`src/rtl/aes_pkg.sv`:
```
// Shared definitions for the serial front end of the AES cores:
// data widths, the slave port state encoding and the start-marker value.
package aes_pkg;

    localparam int MSG_W = 128;
    localparam int KEY_W = 128;
    // Bit counter width; 2**CNT_W must exceed MSG_W + KEY_W.
    localparam int CNT_W = 9;

    // Value driven on miso for the single cycle that precedes the result.
    localparam logic MARKER_BIT = 1'b1;

    typedef enum logic [2:0] {
        ST_IDLE,
        ST_RX,
        ST_START,
        ST_WAIT,
        ST_MARK,
        ST_TX,
        ST_DONE
    } state_t;

endpackage

```
`src/rtl/spi_slave_port_if.sv`:
```
// Serial link plus core handshake seen by one spi_slave_port instance.
// The slave modport is the port block; master is the serial master and
// core side (used by whatever surrounds the block).
interface spi_slave_port_if
    import aes_pkg::*;
#(
    parameter int MSG_W = aes_pkg::MSG_W,
    parameter int KEY_W = aes_pkg::KEY_W
);

    logic             cs;
    logic             mosi;
    logic             miso;
    logic [MSG_W-1:0] core_msg;
    logic [KEY_W-1:0] core_key;
    logic             core_start;
    logic [MSG_W-1:0] core_result;
    logic             core_done;
    logic             busy;

    modport slave (
        input  cs,
        input  mosi,
        input  core_result,
        input  core_done,
        output miso,
        output core_msg,
        output core_key,
        output core_start,
        output busy
    );

    modport master (
        output cs,
        output mosi,
        output core_result,
        output core_done,
        input  miso,
        input  core_msg,
        input  core_key,
        input  core_start,
        input  busy
    );

endinterface

```
`src/rtl/spi_shift_reg.sv`:
```
// Parameterised shift register with parallel load. SHIFT_LEFT=1 moves data
// toward the MSB (serial_in enters at bit 0); SHIFT_LEFT=0 moves it toward
// the LSB (serial_in enters at bit W-1). Load has priority over shift.
module spi_shift_reg
    import aes_pkg::*;
#(
    parameter int W          = 8,
    parameter bit SHIFT_LEFT = 1'b1
) (
    input  logic         clk,
    input  logic         rst,
    input  logic         load,
    input  logic [W-1:0] load_data,
    input  logic         shift_en,
    input  logic         serial_in,
    output logic [W-1:0] q
);

    logic [W-1:0] data_reg;
    logic [W-1:0] data_next;
    logic [W-1:0] shifted;

    // Per-bit neighbour selection for the configured direction.
    for (genvar gi = 0; gi < W; gi++) begin : g_bit
        if (SHIFT_LEFT) begin : g_left
            if (gi == 0) begin : g_in
                assign shifted[gi] = serial_in;
            end else begin : g_mid
                assign shifted[gi] = data_reg[gi-1];
            end
        end else begin : g_right
            if (gi == W-1) begin : g_in
                assign shifted[gi] = serial_in;
            end else begin : g_mid
                assign shifted[gi] = data_reg[gi+1];
            end
        end
    end

    // Choose between hold, parallel load and one-bit shift.
    always_comb begin
        data_next = data_reg;
        if (load) begin
            data_next = load_data;
        end else if (shift_en) begin
            data_next = shifted;
        end
    end

    // Register stage with asynchronous clear.
    always_ff @(posedge clk or posedge rst) begin
        if (rst) begin
            data_reg <= '0;
        end else begin
            data_reg <= data_next;
        end
    end

    assign q = data_reg;

endmodule

```
`src/rtl/spi_slave_port.sv`:
```
// Slave end of the serial link in front of an AES encrypt/decrypt core.
// Receives message then key MSB-first while cs is high, starts the core,
// waits for its done strobe, then returns a start marker followed by the
// result MSB-first on miso. Dropping cs before DONE abandons the transaction.
module spi_slave_port
    import aes_pkg::*;
#(
    parameter int MSG_W = aes_pkg::MSG_W,
    parameter int KEY_W = aes_pkg::KEY_W,
    parameter int CNT_W = aes_pkg::CNT_W
) (
    input  logic               clk,
    input  logic               rst,
    spi_slave_port_if.slave    bus
);

    localparam int RX_W = MSG_W + KEY_W;
    localparam logic [CNT_W-1:0] RX_LAST = CNT_W'(RX_W - 1);
    localparam logic [CNT_W-1:0] TX_LAST = CNT_W'(MSG_W - 1);

    state_t           state_reg;
    state_t           state_next;
    logic [CNT_W-1:0] cnt_reg;
    logic [CNT_W-1:0] cnt_next;
    logic             rx_shift;
    logic             tx_load;
    logic             tx_shift;
    logic [RX_W-1:0]  rx_q;
    logic [MSG_W-1:0] tx_q;
    logic [MSG_W-2:0] tx_unused;

    // Incoming frame: message occupies the upper half once all bits are in.
    spi_shift_reg #(.W(RX_W), .SHIFT_LEFT(1'b1)) u_rx (
        .clk       (clk),
        .rst       (rst),
        .load      (1'b0),
        .load_data ({RX_W{1'b0}}),
        .shift_en  (rx_shift),
        .serial_in (bus.mosi),
        .q         (rx_q)
    );

    // Outgoing result: loaded on core_done, MSB presented on miso.
    spi_shift_reg #(.W(MSG_W), .SHIFT_LEFT(1'b1)) u_tx (
        .clk       (clk),
        .rst       (rst),
        .load      (tx_load),
        .load_data (bus.core_result),
        .shift_en  (tx_shift),
        .serial_in (1'b0),
        .q         (tx_q)
    );

    // Only the MSB leaves the block; the lower bits just feed the shifter.
    assign tx_unused = tx_q[MSG_W-2:0];

    // The receive register only shifts in IDLE/RX, so these hold steady from
    // the core_start pulse until the result is latched.
    assign bus.core_msg = rx_q[RX_W-1 -: MSG_W];
    assign bus.core_key = rx_q[KEY_W-1:0];

    // State and bit counter registers.
    always_ff @(posedge clk or posedge rst) begin
        if (rst) begin
            state_reg <= ST_IDLE;
            cnt_reg   <= '0;
        end else begin
            state_reg <= state_next;
            cnt_reg   <= cnt_next;
        end
    end

    // Next-state, counter and shifter controls; cs low aborts any active state.
    always_comb begin
        state_next = state_reg;
        cnt_next   = cnt_reg;
        rx_shift   = 1'b0;
        tx_load    = 1'b0;
        tx_shift   = 1'b0;
        case (state_reg)
            ST_IDLE: begin
                // The cs-rise cycle already carries bit 0.
                if (bus.cs) begin
                    rx_shift   = 1'b1;
                    cnt_next   = CNT_W'(1);
                    state_next = ST_RX;
                end
            end
            ST_RX: begin
                if (!bus.cs) begin
                    state_next = ST_IDLE;
                    cnt_next   = '0;
                end else begin
                    rx_shift = 1'b1;
                    if (cnt_reg == RX_LAST) begin
                        cnt_next   = '0;
                        state_next = ST_START;
                    end else begin
                        cnt_next = cnt_reg + CNT_W'(1);
                    end
                end
            end
            ST_START: begin
                if (!bus.cs) begin
                    state_next = ST_IDLE;
                    cnt_next   = '0;
                end else begin
                    state_next = ST_WAIT;
                end
            end
            ST_WAIT: begin
                // An abort takes precedence over a simultaneous core_done.
                if (!bus.cs) begin
                    state_next = ST_IDLE;
                    cnt_next   = '0;
                end else if (bus.core_done) begin
                    tx_load    = 1'b1;
                    state_next = ST_MARK;
                end
            end
            ST_MARK: begin
                if (!bus.cs) begin
                    state_next = ST_IDLE;
                    cnt_next   = '0;
                end else begin
                    state_next = ST_TX;
                end
            end
            ST_TX: begin
                if (!bus.cs) begin
                    state_next = ST_IDLE;
                    cnt_next   = '0;
                end else begin
                    tx_shift = 1'b1;
                    if (cnt_reg == TX_LAST) begin
                        cnt_next   = '0;
                        state_next = ST_DONE;
                    end else begin
                        cnt_next = cnt_reg + CNT_W'(1);
                    end
                end
            end
            ST_DONE: begin
                // Holding cs high parks here; a new frame needs a cs low.
                if (!bus.cs) begin
                    state_next = ST_IDLE;
                end
            end
            default: begin
                state_next = ST_IDLE;
                cnt_next   = '0;
            end
        endcase
    end

    // Serial output: marker, then result bits, otherwise idle low.
    always_comb begin
        bus.miso = 1'b0;
        case (state_reg)
            ST_MARK: bus.miso = MARKER_BIT;
            ST_TX:   bus.miso = tx_q[MSG_W-1];
            default: bus.miso = 1'b0;
        endcase
    end

    // A cs drop during START suppresses the start request.
    assign bus.core_start = (state_reg == ST_START) && bus.cs;
    assign bus.busy       = (state_reg != ST_IDLE);

endmodule

```
`src/flat_wrapper.sv`:
```
// flat-port wrapper written by rule: the top's interface ports become plain ports
module spi_slave_port_flat import aes_pkg::*;
#(
    parameter int MSG_W = aes_pkg::MSG_W,
    parameter int KEY_W = aes_pkg::KEY_W,
    parameter int CNT_W = aes_pkg::CNT_W
)
  (clk, rst, bus_cs, bus_mosi, bus_core_result, bus_core_done, bus_miso, bus_core_msg, bus_core_key, bus_core_start, bus_busy);
  spi_slave_port_if #(.MSG_W(MSG_W), .KEY_W(KEY_W)) bus_i ();
  input  logic clk;
  input  logic rst;
  input wire logic [$bits(bus_i.cs)-1:0] bus_cs;
  input wire logic [$bits(bus_i.mosi)-1:0] bus_mosi;
  input wire logic [$bits(bus_i.core_result)-1:0] bus_core_result;
  input wire logic [$bits(bus_i.core_done)-1:0] bus_core_done;
  output wire logic [$bits(bus_i.miso)-1:0] bus_miso;
  output wire logic [$bits(bus_i.core_msg)-1:0] bus_core_msg;
  output wire logic [$bits(bus_i.core_key)-1:0] bus_core_key;
  output wire logic [$bits(bus_i.core_start)-1:0] bus_core_start;
  output wire logic [$bits(bus_i.busy)-1:0] bus_busy;
  assign bus_i.cs = bus_cs;
  assign bus_i.mosi = bus_mosi;
  assign bus_i.core_result = bus_core_result;
  assign bus_i.core_done = bus_core_done;
  assign bus_miso = bus_i.miso;
  assign bus_core_msg = bus_i.core_msg;
  assign bus_core_key = bus_i.core_key;
  assign bus_core_start = bus_i.core_start;
  assign bus_busy = bus_i.busy;
  spi_slave_port #(.MSG_W(MSG_W), .KEY_W(KEY_W), .CNT_W(CNT_W)) u_core (.clk(clk), .rst(rst), .bus(bus_i));
endmodule
```
`config.mk`:
```
export PLATFORM = sky130hd
export DESIGN_NAME = spi_slave_port_flat
export DESIGN_NICKNAME = d
export VERILOG_FILES = /design/src/rtl/aes_pkg.sv /design/src/rtl/spi_slave_port_if.sv /design/src/rtl/spi_shift_reg.sv /design/src/rtl/spi_slave_port.sv /design/src/flat_wrapper.sv
export SDC_FILE = /design/constraint.sdc
export NUM_CORES = 1
export LEC_CHECK = 0
export CORE_AREA = 2 2 272 274
export CTS_CLUSTER_DIAMETER = 60
export DETAILED_ROUTE_END_ITERATION = 10
export DIE_AREA = 0 0 274 276
export PLACE_DENSITY = 0.59
export SKIP_LAST_GASP = 1
export SYNTH_ARGS = -nofsm -noshare
export SYNTH_HDL_FRONTEND = slang
export SYNTH_HIERARCHICAL = 1
export SYNTH_SLANG_ARGS = --single-unit
export TNS_END_PERCENT = 50
```
`constraint.sdc`:
```
create_clock -name clk -period 7.7 [get_ports clk]
set_input_delay 0.77 -clock clk [delete_from_list [all_inputs] [get_ports clk]]
set_output_delay 0.77 -clock clk [all_outputs]
set_load 0.02 [all_outputs]
```
==> flow_summary.html, run 1 <==
<table>
<tr><th>Metric</th><th>Value</th></tr>
<tr><th colspan="2">Route</th></tr>
<tr><td>Highest metal layer with signal wires</td><td>met4</td></tr>
<tr><td>Count of vias placed by the detailed router</td><td>approximately 14,000</td></tr>
<tr><td>Met3 Routed Length</td><td>approximately 3100 um</td></tr>
<tr><td>Detailed-routing iteration count for the pre-antenna-repair pass</td><td>4</td></tr>
<tr><td>Routed wl met2</td><td>21,600 um</td></tr>
<tr><td>Drt wl/cell</td><td>between 10 and 15 um</td></tr>
<tr><td>Wire length on met1</td><td>21,500 um</td></tr>
<tr><td>Via-per-instance ratio</td><td>4.16</td></tr>
<tr><td>DRC</td><td>0</td></tr>
<tr><td>Routed Antenna Nets</td><td>0</td></tr>
<tr><td>Violation count after the first detailed-route iteration</td><td>811</td></tr>
<tr><td>Total wire length</td><td>between 40,000 and 50,000 um</td></tr>
<tr><th colspan="2">Floorplan</th></tr>
<tr><td>Number of top-level pins</td><td>392</td></tr>
<tr><td>Initial core utilization</td><td>25.8%</td></tr>
<tr><td>Area of the die</td><td>0.0756 sq mm</td></tr>
<tr><td>Std-Cell Rows</td><td>99</td></tr>
<tr><td>Core Area</td><td>0.0726 sq mm</td></tr>
<tr><td>Height of the chip</td><td>276 um</td></tr>
<tr><td>Horizontal extent of the die</td><td>roughly 270 um</td></tr>
<tr><th colspan="2">STA</th></tr>
<tr><td>Setup Viol. Count Final</td><td>0</td></tr>
<tr><td>Post-route minimum period</td><td>~3400 ps</td></tr>
<tr><td>Setup repair after global routing missed its margin</td><td>no</td></tr>
<tr><td>Tightest Pin Transition</td><td>around 2300 ps</td></tr>
<tr><td>Final setup slack of the worst path</td><td>4290 ps</td></tr>
<tr><td>Remaining max-slew budget at the tightest pin</td><td>-51.0%</td></tr>
<tr><td>Final hold viol count</td><td>0</td></tr>
<tr><td>Max Clk Rate</td><td>between 200 and 300 MHz</td></tr>
<tr><td>Final-layout setup total negative slack</td><td>0 ps</td></tr>
<tr><td>Final Slew Violations</td><td>between 300 and 400</td></tr>
<tr><td>Clock Skew</td><td>11.3 ps</td></tr>
<tr><td>Ratio of final minimum period to clock period</td><td>44.3%</td></tr>
<tr><th colspan="2">Pwr</th></tr>
<tr><td>Power per cell area</td><td>274 mW/mm^2</td></tr>
<tr><td>Maximum vdd ir drop</td><td>0.000137 V</td></tr>
<tr><td>Leakage</td><td>10.4 nW</td></tr>
<tr><th colspan="2">Setup path</th></tr>
<tr><td>Register-to-Register Path Depth</td><td>5</td></tr>
<tr><td>R2R Setup Slk</td><td>4870 ps</td></tr>
<tr><td>Worst r2r src</td><td>u_core/state_reg[2]</td></tr>
<tr><td>Crit Path Class</td><td>input pin to primary output</td></tr>
<tr><td>Maximum fanout along the worst path</td><td>13</td></tr>
<tr><td>Startpoint class of the critical path</td><td>input pin</td></tr>
<tr><td>Critical Path RT</td><td>6930 ps</td></tr>
<tr><td>CP endpoint</td><td>bus_core_start</td></tr>
<tr><td>Endpoint kind of the worst setup timing path</td><td>primary output</td></tr>
<tr><td>FF-to-FF End</td><td>u_core/u_rx/q[206]</td></tr>
<tr><td>Start point of the critical path</td><td>bus_cs</td></tr>
<tr><td>Data arrival time of the critical path</td><td>2640 ps</td></tr>
<tr><th colspan="2">Place</th></tr>
<tr><td>Placer Congestion</td><td>0.782</td></tr>
<tr><td>Post-placement cell area</td><td>0.0239 sq mm</td></tr>
<tr><td>Post-DP HPWL</td><td>around 32,000 um</td></tr>
<tr><td>Number of buffer cells added on primary ports</td><td>391</td></tr>
<tr><td>Worst Setup Slack post-DPL</td><td>between 3000 and 4000 ps</td></tr>
<tr><th colspan="2">Global routing</th></tr>
<tr><td>GRT Residual Overflow</td><td>0</td></tr>
<tr><td>Total GRT Usage</td><td>12.2%</td></tr>
<tr><td>Via count of the first global-routing pass</td><td>13,838</td></tr>
<tr><td>Global-route wire length before repair</td><td>75,900 um</td></tr>
<tr><td>Number of antenna violations at the first check in global routing</td><td>0</td></tr>
<tr><td>Pin count of the biggest net entering global routing</td><td>513</td></tr>
<tr><th colspan="2">Clock tree</th></tr>
<tr><td>Number of cells upsized or downsized after cts</td><td>0</td></tr>
<tr><td>Postcts setup bufs</td><td>0</td></tr>
<tr><td>Maximum number of buffers from clock root to sink</td><td>3</td></tr>
<tr><td>Clock transition at path regs</td><td>~60 ps</td></tr>
<tr><td>Number of buffers added by the clock tree synthesis step</td><td>48</td></tr>
<tr><td># hold bufs at CTS</td><td>0</td></tr>
<tr><td>Clk_lat worst skew</td><td>580 ps</td></tr>
<tr><td>Root Buffer Master</td><td>sky130_fd_sc_hd__clkbuf_16</td></tr>
<tr><td># clock sinks</td><td>396</td></tr>
<tr><td>CTS tree</td><td>yes</td></tr>
<tr><td>H-tree levels</td><td>2</td></tr>
<tr><th colspan="2">Synth</th></tr>
<tr><td>Cell count after synthesis</td><td>1,766</td></tr>
<tr><td>Post-Synthesis Cell Area</td><td>approximately 0.019 sq mm</td></tr>
<tr><td>Number of storage elements in the synthesis netlist</td><td>396</td></tr>
<tr><td>Synthesized area per cell</td><td>10.6 sq um</td></tr>
<tr><td>Post-synthesis sequential area ratio</td><td>roughly 53%</td></tr>
<tr><td>Most used flip-flop cell after synthesis</td><td>sky130_fd_sc_hd__dfrtp_1</td></tr>
<tr><td>Number of synthesis warnings</td><td>6</td></tr>
<tr><td>Distinct cell type count after synthesis</td><td>47</td></tr>
<tr><td>Fraction of registers with async set or reset after synthesis</td><td>100%</td></tr>
<tr><td>Number of flops mapped to enable cells by yosys</td><td>0</td></tr>
<tr><th colspan="2">Worst hold path</th></tr>
<tr><td>Min-delay worst type</td><td>register to register</td></tr>
<tr><th colspan="2">Run status</th></tr>
<tr><td>Violations in the final reports</td><td>max-slew violations</td></tr>
<tr><td>Status</td><td>finished with violations</td></tr>
<tr><th colspan="2">Finish</th></tr>
<tr><td>Total number of nets in the final design</td><td>around 2,500</td></tr>
<tr><td>Final Util</td><td>35.1%</td></tr>
<tr><td>Max reg flops</td><td>between 200 and 300</td></tr>
<tr><td>Layout cell share with drive strength beyond 1</td><td>under 10%</td></tr>
<tr><td>Area added between synthesis and finish</td><td>36.3%</td></tr>
<tr><td>Post-route cell area</td><td>0.0255 sq mm</td></tr>
<tr><th colspan="2">Run</th></tr>
<tr><td>Maximum Capacitance Violations</td><td>0</td></tr>
</table>
how the worst min path moves through the flow:
stage	startpoint	endpoint	cells past startpoint
after floorplan	u_core/cnt_reg[1]	u_core/cnt_reg[1]	1
after global routing	u_core/u_tx/q[75]	u_core/u_tx/q[75]	2
after global placement	u_core/cnt_reg[1]	u_core/cnt_reg[1]	1
final	u_core/u_tx/q[82]	u_core/u_tx/q[82]	2
after CTS	u_core/u_tx/q[1]	u_core/u_tx/q[2]	2
after detailed placement	u_core/u_tx/q[1]	u_core/u_tx/q[2]	2
per-stage QoR:
| step | power, W | cells | hold slack, ps |
|---|---|---|---|
| 6_report | 0.00699 | 3341 | 548 |
| 5_1_grt | 0.00741 | 3340 | 574 |
| 4_1_cts | 0.00709 | 3339 | 553 |
| 3_5_place_dp | 0.00476 | 3251 | 538 |
| 3_3_place_gp | 0.00470 | 3251 | 523 |
| 2_1_floorplan | 0.00407 | 2023 | 501 |
cells in the mapped netlist (3+ instances only):
library cell	number	area share, %
sky130_fd_sc_hd__a21oi_1	6	0.16
sky130_fd_sc_hd__a221o_1	3	0.16
sky130_fd_sc_hd__and3_1	5	0.17
sky130_fd_sc_hd__buf_12	6	0.64
sky130_fd_sc_hd__buf_2	21	0.56
sky130_fd_sc_hd__buf_4	6	0.24
sky130_fd_sc_hd__buf_6	3	0.18
sky130_fd_sc_hd__buf_8	34	2.7
sky130_fd_sc_hd__clkbuf_1	63	1.3
sky130_fd_sc_hd__dfrtp_1	396	53
sky130_fd_sc_hd__ha_1	3	0.20
sky130_fd_sc_hd__inv_1	8	0.16
sky130_fd_sc_hd__mux2i_1	384	21
sky130_fd_sc_hd__nand2_1	388	7.8
sky130_fd_sc_hd__nand3_1	6	0.16
sky130_fd_sc_hd__nand3b_1	4	0.16
sky130_fd_sc_hd__nor2_1	7	0.14
sky130_fd_sc_hd__o21ai_0	30	0.80
sky130_fd_sc_hd__o21ai_1	360	9.6
worst max-delay path, stage by stage:
cell	delay [ps]
sky130_fd_sc_hd__clkdlybuf4s50_1	700
sky130_fd_sc_hd__nand2b_1	290
sky130_fd_sc_hd__nor3_1	230
sky130_fd_sc_hd__clkdlybuf4s50_1	660
power breakdown:
part           switching (W)  internal, W
Combinational       0.000939     0.000862
Clock               0.000929      0.00134
Sequential          0.000348      0.00257
Total                0.00222      0.00477
final cells by class:
cell class | instances | area [sq um]
multi-input cells | 1485 | 8690
well taps | 959 | 1200
flip-flops and latches | 396 | 9910
clock inverters | 18 | 171
fillers | 7374 | 47100
clock buffers | 70 | 1440
repair buffers | 404 | 4050
diodes | 1 | 2.50
inverters | 8 | 36.3
kinds of logic after synthesis:
family	synth area share, %
buffers and inverters	5.81
AND/OR/NAND/NOR	9.15
AO/OA/AOI/OAI	11.3
flip-flops	53.0
adder cells (fa/ha/maj)	0.201
multiplexers	20.5
other	0.0200
layer usage:
| layer | up-vias | GRT usage [%] |
|---|---|---|
| met3 | 64 | 3.28 |
| met2 | 336 | 19.5 |
| li1 | 7014 | - |
| met5 | - | 0 |
| met1 | 6500 | 16.2 |
| met4 | 0 | 3.09 |
layout by cell type (no fill, tap or decap), types with 3 or more instances in the layout:
cell	instances
sky130_fd_sc_hd__ha_1	3
sky130_fd_sc_hd__nor2_1	5
sky130_fd_sc_hd__clkbuf_1	8
sky130_fd_sc_hd__a21oi_1	6
sky130_fd_sc_hd__clkbuf_16	49
sky130_fd_sc_hd__buf_12	3
sky130_fd_sc_hd__conb_1	258
sky130_fd_sc_hd__inv_1	6
sky130_fd_sc_hd__nand3_1	6
sky130_fd_sc_hd__nand3b_1	4
sky130_fd_sc_hd__clkinv_2	9
sky130_fd_sc_hd__clkbuf_8	13
sky130_fd_sc_hd__inv_6	3
sky130_fd_sc_hd__clkdlybuf4s50_1	391
sky130_fd_sc_hd__mux2i_1	384
sky130_fd_sc_hd__buf_4	9
sky130_fd_sc_hd__o21ai_1	360
sky130_fd_sc_hd__nand2_1	388
sky130_fd_sc_hd__dfrtp_1	396
sky130_fd_sc_hd__and3_1	4
sky130_fd_sc_hd__o21ai_0	30
sky130_fd_sc_hd__a221o_1	3
Note: power is estimated with default switching activity, not from simulation.
==> run 2, diff against run 1 <==
- clock period: 7.7 -> 3.05 ns (I/O delays scaled with it)
==> run 2 against run 1 <==
  * Via count increased by 2.1%
  * Global-route usage increased by 0.29 points
  * Critical path type is now register to primary output
  * Clock skew is 14 ps higher
  * Final cell count rose by 1.0%
  * Sequential power rose to 2.5 times the previous value
  * Die area is the same
  * Register-to-register slack lost 4300 ps
  * The run still ends with max-slew violations left
==> flow_summary.html, run 2 (synthesized netlist as in run 1, its figures left out) <==
<table>
<tr><th>Metric</th><th>Value</th></tr>
<tr><th colspan="2">Finish</th></tr>
<tr><td>Final Util</td><td>35.8%</td></tr>
<tr><td>Post-route cell area</td><td>0.0260 sq mm</td></tr>
<tr><td>Non-Filler Instances</td><td>3,376</td></tr>
<tr><td>Total number of nets in the final design</td><td>roughly 2,500</td></tr>
<tr><td>Antenna Diode Count</td><td>0</td></tr>
<tr><td>Most frequent cells in the layout</td><td>396 x sky130_fd_sc_hd__dfrtp_1, 391 x sky130_fd_sc_hd__clkdlybuf4s50_1, 388 x sky130_fd_sc_hd__nand2_1</td></tr>
<tr><td>Most common cell after layout, fill and taps aside</td><td>sky130_fd_sc_hd__dfrtp_1</td></tr>
<tr><td>Max reg flops</td><td>256</td></tr>
<tr><td>Area added between synthesis and finish</td><td>38.8%</td></tr>
<tr><td>Count of fill cells added during filler insertion</td><td>7,370</td></tr>
<tr><td>Layout cell share with drive strength beyond 1</td><td>~5.6%</td></tr>
<tr><th colspan="2">Global routing</th></tr>
<tr><td>GRT Residual Overflow</td><td>0</td></tr>
<tr><td>Global-route wire length before repair</td><td>just under 80,000 um</td></tr>
<tr><td>Total GRT Usage</td><td>12.5%</td></tr>
<tr><td>Number of antenna violations at the first check in global routing</td><td>0</td></tr>
<tr><td>Pin count of the biggest net entering global routing</td><td>513</td></tr>
<tr><td>Via count of the first global-routing pass</td><td>14,325</td></tr>
<tr><th colspan="2">Setup path</th></tr>
<tr><td>Endpoint kind of the worst setup timing path</td><td>primary output</td></tr>
<tr><td>Critical Path RT</td><td>2740 ps</td></tr>
<tr><td>Data arrival time of the critical path</td><td>2340 ps</td></tr>
<tr><td>Maximum fanout along the worst path</td><td>17</td></tr>
<tr><td>Register-to-Register Path Depth</td><td>11</td></tr>
<tr><td>Startpoint class of the critical path</td><td>register</td></tr>
<tr><td>Crit Path Class</td><td>register to primary output</td></tr>
<tr><th colspan="2">Route</th></tr>
<tr><td>Violation count after the first detailed-route iteration</td><td>773</td></tr>
<tr><td>Total wire length</td><td>around 50,000 um</td></tr>
<tr><td>Via-per-instance ratio</td><td>4.21</td></tr>
<tr><td>Met3 Routed Length</td><td>3150 um</td></tr>
<tr><td>Count of vias placed by the detailed router</td><td>between 10,000 and 15,000</td></tr>
<tr><td>Highest metal layer with signal wires</td><td>met4</td></tr>
<tr><td>Drt wl/cell</td><td>14.4 um</td></tr>
<tr><td>Wire length on met1</td><td>~22,000 um</td></tr>
<tr><td>Routed wl met2</td><td>22,700 um</td></tr>
<tr><td>Routed Antenna Nets</td><td>0</td></tr>
<tr><td>DRC</td><td>0</td></tr>
<tr><td>Detailed-routing iteration count for the pre-antenna-repair pass</td><td>4</td></tr>
<tr><th colspan="2">Clock tree</th></tr>
<tr><td>Root Buffer Master</td><td>sky130_fd_sc_hd__clkbuf_16</td></tr>
<tr><td>Maximum number of buffers from clock root to sink</td><td>3</td></tr>
<tr><td>Number of cells upsized or downsized after cts</td><td>0</td></tr>
<tr><td>Number of buffers added by the clock tree synthesis step</td><td>50</td></tr>
<tr><td>CTS tree</td><td>yes</td></tr>
<tr><td>Clk_lat worst skew</td><td>580 ps</td></tr>
<tr><td># clock sinks</td><td>396</td></tr>
<tr><td>H-tree levels</td><td>2</td></tr>
<tr><td>Postcts setup bufs</td><td>0</td></tr>
<tr><td>Clock transition at path regs</td><td>approximately 60 ps</td></tr>
<tr><td># hold bufs at CTS</td><td>0</td></tr>
<tr><th colspan="2">STA</th></tr>
<tr><td>Tightest Pin Transition</td><td>1530 ps</td></tr>
<tr><td>Final Slew Violations</td><td>53</td></tr>
<tr><td>Setup repair after global routing missed its margin</td><td>no</td></tr>
<tr><td>Ratio of final minimum period to clock period</td><td>86.8%</td></tr>
<tr><td>Final hold viol count</td><td>0</td></tr>
<tr><td>Remaining max-slew budget at the tightest pin</td><td>-1.98%</td></tr>
<tr><td>Clock Skew</td><td>24.8 ps</td></tr>
<tr><td>Fin Hold WS</td><td>approximately 230 ps</td></tr>
<tr><td>Setup Viol. Count Final</td><td>0</td></tr>
<tr><td>Post-route minimum period</td><td>2650 ps</td></tr>
<tr><td>Max Clk Rate</td><td>378 MHz</td></tr>
<tr><th colspan="2">Floorplan</th></tr>
<tr><td>Horizontal extent of the die</td><td>274 um</td></tr>
<tr><td>Initial core utilization</td><td>25.8%</td></tr>
<tr><td>Height of the chip</td><td>about 280 um</td></tr>
<tr><td>Area of the die</td><td>about 0.076 sq mm</td></tr>
<tr><td>Std-Cell Rows</td><td>99</td></tr>
<tr><td>Core Area</td><td>0.0726 sq mm</td></tr>
<tr><td>Number of top-level pins</td><td>392</td></tr>
<tr><th colspan="2">Place</th></tr>
<tr><td>Post-placement cell area</td><td>0.0243 sq mm</td></tr>
<tr><td>Placed Cells incl. Taps</td><td>3,286</td></tr>
<tr><td>Placer Congestion</td><td>0.790</td></tr>
<tr><td>Post-DP HPWL</td><td>34,700 um</td></tr>
<tr><td>Number of buffer cells added on primary ports</td><td>391</td></tr>
<tr><th colspan="2">Pwr</th></tr>
<tr><td>Power per cell area</td><td>686 mW/mm^2</td></tr>
<tr><td>Leakage</td><td>10.6 nW</td></tr>
<tr><td>Design Power</td><td>0.0178 W</td></tr>
<tr><td>Maximum vdd ir drop</td><td>0.000367 V</td></tr>
<tr><th colspan="2">Run</th></tr>
<tr><td>Maximum Capacitance Violations</td><td>0</td></tr>
<tr><th colspan="2">Run status</th></tr>
<tr><td>Status</td><td>finished with violations</td></tr>
<tr><td>Violations in the final reports</td><td>max-slew violations</td></tr>
<tr><th colspan="2">Worst hold path</th></tr>
<tr><td>Min-delay worst type</td><td>input pin to async pin</td></tr>
</table>
==> run 2: changes by cell type in the layout (fill, tap and decap cells not counted), moves of 2 or more <==
cell,delta
sky130_fd_sc_hd__buf_12,+15
sky130_fd_sc_hd__buf_4,+20
sky130_fd_sc_hd__clkbuf_1,+6
sky130_fd_sc_hd__clkbuf_8,-4
sky130_fd_sc_hd__clkinv_2,-3
sky130_fd_sc_hd__clkinvlp_4,+2
sky130_fd_sc_hd__inv_6,-2
sky130_fd_sc_hd__inv_8,+2
==> run 2: path summary, 6_finish.rpt <==
path	from	end	slack [ps]
hold / removal	rst	u_core/state_reg[2]	230
min in group clk	bus_core_result[6]	u_core/u_tx/q[6]	270
setup reg to reg	u_core/cnt_reg[0]	u_core/cnt_reg[6]	530
setup / recovery	u_core/state_reg[2]	bus_core_start	400
hold reg to reg	u_core/u_tx/q[100]	u_core/u_tx/q[101]	540
max in group asynchronous	rst	u_core/u_rx/q[214]	1940
==> run 2: final cells by class <==
class	instances	area [sq um]	share of cell area, %
clock buffer	73	1430	5.50
multi-input combinational	1485	8690	33.5
sequential	396	9910	38.2
timing repair buffer	438	4490	17.3
tap	959	1200	4.62
clock inverter	17	195	0.752
inverter	8	37.5	0.145
==> run 2: critical path, stage by stage (launching register included) <==
cell and delay, ps:
sky130_fd_sc_hd__dfrtp_1 530, sky130_fd_sc_hd__nand2b_1 360, sky130_fd_sc_hd__nor3_1 220, sky130_fd_sc_hd__clkdlybuf4s50_1 660
==> run 2: through the flow <==
step	setup slack [ps]	setup TNS (ps)
floorplan	-627	-160420
finish	404	0
global route	244	0
global placement	560	0
detailed placement	492	0
CTS	360	0
==> run 2: power by group <==
part / switching (W) / internal [W]
Sequential: 0.000900 / 0.00649
Combinational: 0.00239 / 0.00224
Clock: 0.00234 / 0.00344
==> run 2: routing by layer <==
| layer | GRT usage (%) | vias up |
|---|---|---|
| met5 | 0 | - |
| met2 | 20.5 | 337 |
| met4 | 3.15 | 0 |
| met1 | 16.3 | 6714 |
| met3 | 3.24 | 67 |
| li1 | - | 7087 |
==> run 3, diff against run 2 <==
- CELL_PAD_IN_SITES_DETAIL_PLACEMENT: default -> 2
- CELL_PAD_IN_SITES_GLOBAL_PLACEMENT: default -> 2
- PLACE_DENSITY: 0.59 -> 0.79
==> run 3 against run 2 <==
  * The flow now finishes without violations
  * Cell area increased by 0.73%
  * Critical path depth is the same
  * Power grew 6.5%
  * Die area stayed put
  * Combinational power rose by 4%
  * Clock power up 15%
  * Routed wire length rose by 26%
  * Critical endpoint unchanged
  * Largest power group unchanged
==> flow_summary.html, run 3 (synthesized netlist as in run 1, its figures left out) <==
<table>
<tr><th>Metric</th><th>Value</th></tr>
<tr><th colspan="2">STA</th></tr>
<tr><td>Post-route minimum period</td><td>2800 ps</td></tr>
<tr><td>Fin Hold WS</td><td>210 ps</td></tr>
<tr><td>Final hold viol count</td><td>0</td></tr>
<tr><td>Remaining max-slew budget at the tightest pin</td><td>7.35%</td></tr>
<tr><td>Ratio of final minimum period to clock period</td><td>91.8%</td></tr>
<tr><td>Max Clk Rate</td><td>~360 MHz</td></tr>
<tr><td>Tightest Pin Transition</td><td>roughly 1400 ps</td></tr>
<tr><td>Clock Skew</td><td>26.9 ps</td></tr>
<tr><td>Setup repair after global routing missed its margin</td><td>no</td></tr>
<tr><td>Final Slew Violations</td><td>0</td></tr>
<tr><td>Setup Viol. Count Final</td><td>0</td></tr>
<tr><th colspan="2">Setup path</th></tr>
<tr><td>Crit Path Class</td><td>register to primary output</td></tr>
<tr><td>Critical Path RT</td><td>2740 ps</td></tr>
<tr><td>Maximum fanout along the worst path</td><td>17</td></tr>
<tr><td>Startpoint class of the critical path</td><td>register</td></tr>
<tr><td>Endpoint kind of the worst setup timing path</td><td>primary output</td></tr>
<tr><td>Crit-path cells</td><td>nand2b_1 &gt; nor3_1 &gt; clkdlybuf4s50_1</td></tr>
<tr><td>Slowest CP cell</td><td>sky130_fd_sc_hd__clkdlybuf4s50_1</td></tr>
<tr><td>Data arrival time of the critical path</td><td>about 2500 ps</td></tr>
<tr><td>Critical Path Max Stage Delay</td><td>670 ps</td></tr>
<tr><th colspan="2">Floorplan</th></tr>
<tr><td>Initial core utilization</td><td>between 20% and 30%</td></tr>
<tr><td>Area of the die</td><td>between 0.07 and 0.08 sq mm</td></tr>
<tr><td>Std-Cell Rows</td><td>99</td></tr>
<tr><td>Height of the chip</td><td>276 um</td></tr>
<tr><td>Core Area</td><td>0.0726 sq mm</td></tr>
<tr><td>Number of top-level pins</td><td>392</td></tr>
<tr><td>Horizontal extent of the die</td><td>274 um</td></tr>
<tr><th colspan="2">Global routing</th></tr>
<tr><td>Met2 capacity usage during global routing</td><td>28.0%</td></tr>
<tr><td>Pin count of the biggest net entering global routing</td><td>513</td></tr>
<tr><td>Global-route wire length before repair</td><td>97,700 um</td></tr>
<tr><td>Most utilized layer in the global route result</td><td>met2</td></tr>
<tr><td>Via count of the first global-routing pass</td><td>~17,000</td></tr>
<tr><td>GRT Residual Overflow</td><td>0</td></tr>
<tr><td>Number of antenna violations at the first check in global routing</td><td>3</td></tr>
<tr><td>Global-route track usage on met3</td><td>2.68%</td></tr>
<tr><td>Total GRT Usage</td><td>16.1%</td></tr>
<tr><td>GR met1 Demand/Resource</td><td>between 10% and 20%</td></tr>
<tr><th colspan="2">Clock tree</th></tr>
<tr><td># clock sinks</td><td>396</td></tr>
<tr><td>Clk_lat worst skew</td><td>600 ps</td></tr>
<tr><td>Postcts setup bufs</td><td>0</td></tr>
<tr><td># hold bufs at CTS</td><td>0</td></tr>
<tr><td>Number of cells upsized or downsized after cts</td><td>0</td></tr>
<tr><td>Number of buffers added by the clock tree synthesis step</td><td>53</td></tr>
<tr><td>Maximum number of buffers from clock root to sink</td><td>3</td></tr>
<tr><td>Clock transition at path regs</td><td>around 60 ps</td></tr>
<tr><td>Root Buffer Master</td><td>sky130_fd_sc_hd__clkbuf_16</td></tr>
<tr><td>H-tree levels</td><td>2</td></tr>
<tr><td>CTS tree</td><td>yes</td></tr>
<tr><th colspan="2">Route</th></tr>
<tr><td>DRC</td><td>0</td></tr>
<tr><td>Count of vias placed by the detailed router</td><td>15,032</td></tr>
<tr><td>Detailed-routing iteration count for the pre-antenna-repair pass</td><td>4</td></tr>
<tr><td>Routed Antenna Nets</td><td>0</td></tr>
<tr><td>Violation count after the first detailed-route iteration</td><td>594</td></tr>
<tr><td>Drt wl/cell</td><td>approximately 18 um</td></tr>
<tr><td>Total wire length</td><td>a little over 60,000 um</td></tr>
<tr><td>Via-per-instance ratio</td><td>4.45</td></tr>
<tr><th colspan="2">Finish</th></tr>
<tr><td>Area added between synthesis and finish</td><td>39.8%</td></tr>
<tr><td>Most frequent cells in the layout</td><td>396 x sky130_fd_sc_hd__dfrtp_1, 391 x sky130_fd_sc_hd__clkdlybuf4s50_1, 388 x sky130_fd_sc_hd__nand2_1</td></tr>
<tr><td>Max reg flops</td><td>256</td></tr>
<tr><td>Count of fill cells added during filler insertion</td><td>7,891</td></tr>
<tr><td>FF/Latch Area</td><td>0.00991 sq mm</td></tr>
<tr><td>Post-route cell area</td><td>0.0261 sq mm</td></tr>
<tr><td>Total number of nets in the final design</td><td>2,505</td></tr>
<tr><td>Most common cell after layout, fill and taps aside</td><td>sky130_fd_sc_hd__dfrtp_1</td></tr>
<tr><td>Layout cell share with drive strength beyond 1</td><td>around 5.6%</td></tr>
<tr><td>Footprint of the multi-input gates</td><td>roughly 0.0087 sq mm</td></tr>
<tr><th colspan="2">Pwr</th></tr>
<tr><td>Maximum vdd ir drop</td><td>~0.00038 V</td></tr>
<tr><td>Power per cell area</td><td>between 700 and 800 mW/mm^2</td></tr>
<tr><td>Leakage</td><td>~11 nW</td></tr>
<tr><th colspan="2">Place</th></tr>
<tr><td>Post-DP HPWL</td><td>42,700 um</td></tr>
<tr><td>Post-placement cell area</td><td>0.0242 sq mm</td></tr>
<tr><td>Number of buffer cells added on primary ports</td><td>391</td></tr>
<tr><td>Placer Congestion</td><td>roughly 0.77</td></tr>
<tr><th colspan="2">Run status</th></tr>
<tr><td>Status</td><td>complete, no violations</td></tr>
<tr><th colspan="2">Run</th></tr>
<tr><td>Maximum Capacitance Violations</td><td>0</td></tr>
<tr><th colspan="2">Worst hold path</th></tr>
<tr><td>Min-delay worst type</td><td>input pin to async pin</td></tr>
</table>
-- run 3: changes by cell type in the layout (fill, tap and decap cells not counted), sizes merged --
cell / before / now
buf: 47 / 34
bufinv: 2 / 8
clkinv: 7 / 13
diode: 0 / 3
inv: 12 / 9
clkinvlp: 4 / 5
-- run 3: path summary, 6_finish.rpt --
check                                    start            endpoint  slack [ps]  depth (start not counted)
hold / removal                             rst  u_core/u_tx/q[127]         210                          2
setup reg to reg             u_core/cnt_reg[0]   u_core/cnt_reg[4]         660                         11
max in group asynchronous                  rst  u_core/u_rx/q[151]        1850                          3
setup / recovery           u_core/state_reg[2]      bus_core_start         250                          3
hold reg to reg              u_core/u_tx/q[62]   u_core/u_tx/q[62]         550                          2
min in group clk           bus_core_result[19]   u_core/u_tx/q[19]         260                          3
-- run 3: cell type report --
| type | count | area share [%] |
|---|---|---|
| tap | 959 | 4.59 |
| inverter | 8 | 0.144 |
| clock inverter | 27 | 1.49 |
| sequential | 396 | 37.9 |
| clock buffer | 73 | 5.79 |
| multi-input combinational | 1485 | 33.3 |
| antenna | 3 | 0.0287 |
| timing repair buffer | 425 | 16.8 |
-- run 3: stage by stage --
stage	instances	TNS [ps]	utilization, %	total power [W]	setup slack [ps]
after floorplan	2023	-160420	-	0.0103	-627
after global placement	3273	0	33.4	0.0120	726
after detailed placement	3273	0	33.4	0.0123	602
after CTS	3373	0	36.0	0.0192	168
after global routing	3376	0	36.0	0.0200	87.2
final	3376	0	36.0	0.0190	251
-- run 3: worst max-delay path, delay by kind of cell, from the launching register on --
family                 cells  cell delay (ps)
buffers and inverters      1              670
flip-flops                 1              560
AND/OR/NAND/NOR            2              670
-- run 3: power by group --
group | total (W) | switching (W) | internal (W)
Combinational | 0.00482 | 0.00260 | 0.00222
Clock | 0.00668 | 0.00252 | 0.00417
Sequential | 0.00745 | 0.000964 | 0.00649
Total | 0.0190 | 0.00608 | 0.0129
-- run 3: per-layer routing --
metal,share of wire [%],vias to the layer above
li1,-,7075
met1,42,7577
met2,51,280
met3,3.9,100
met4,3.4,0
met5,0,-
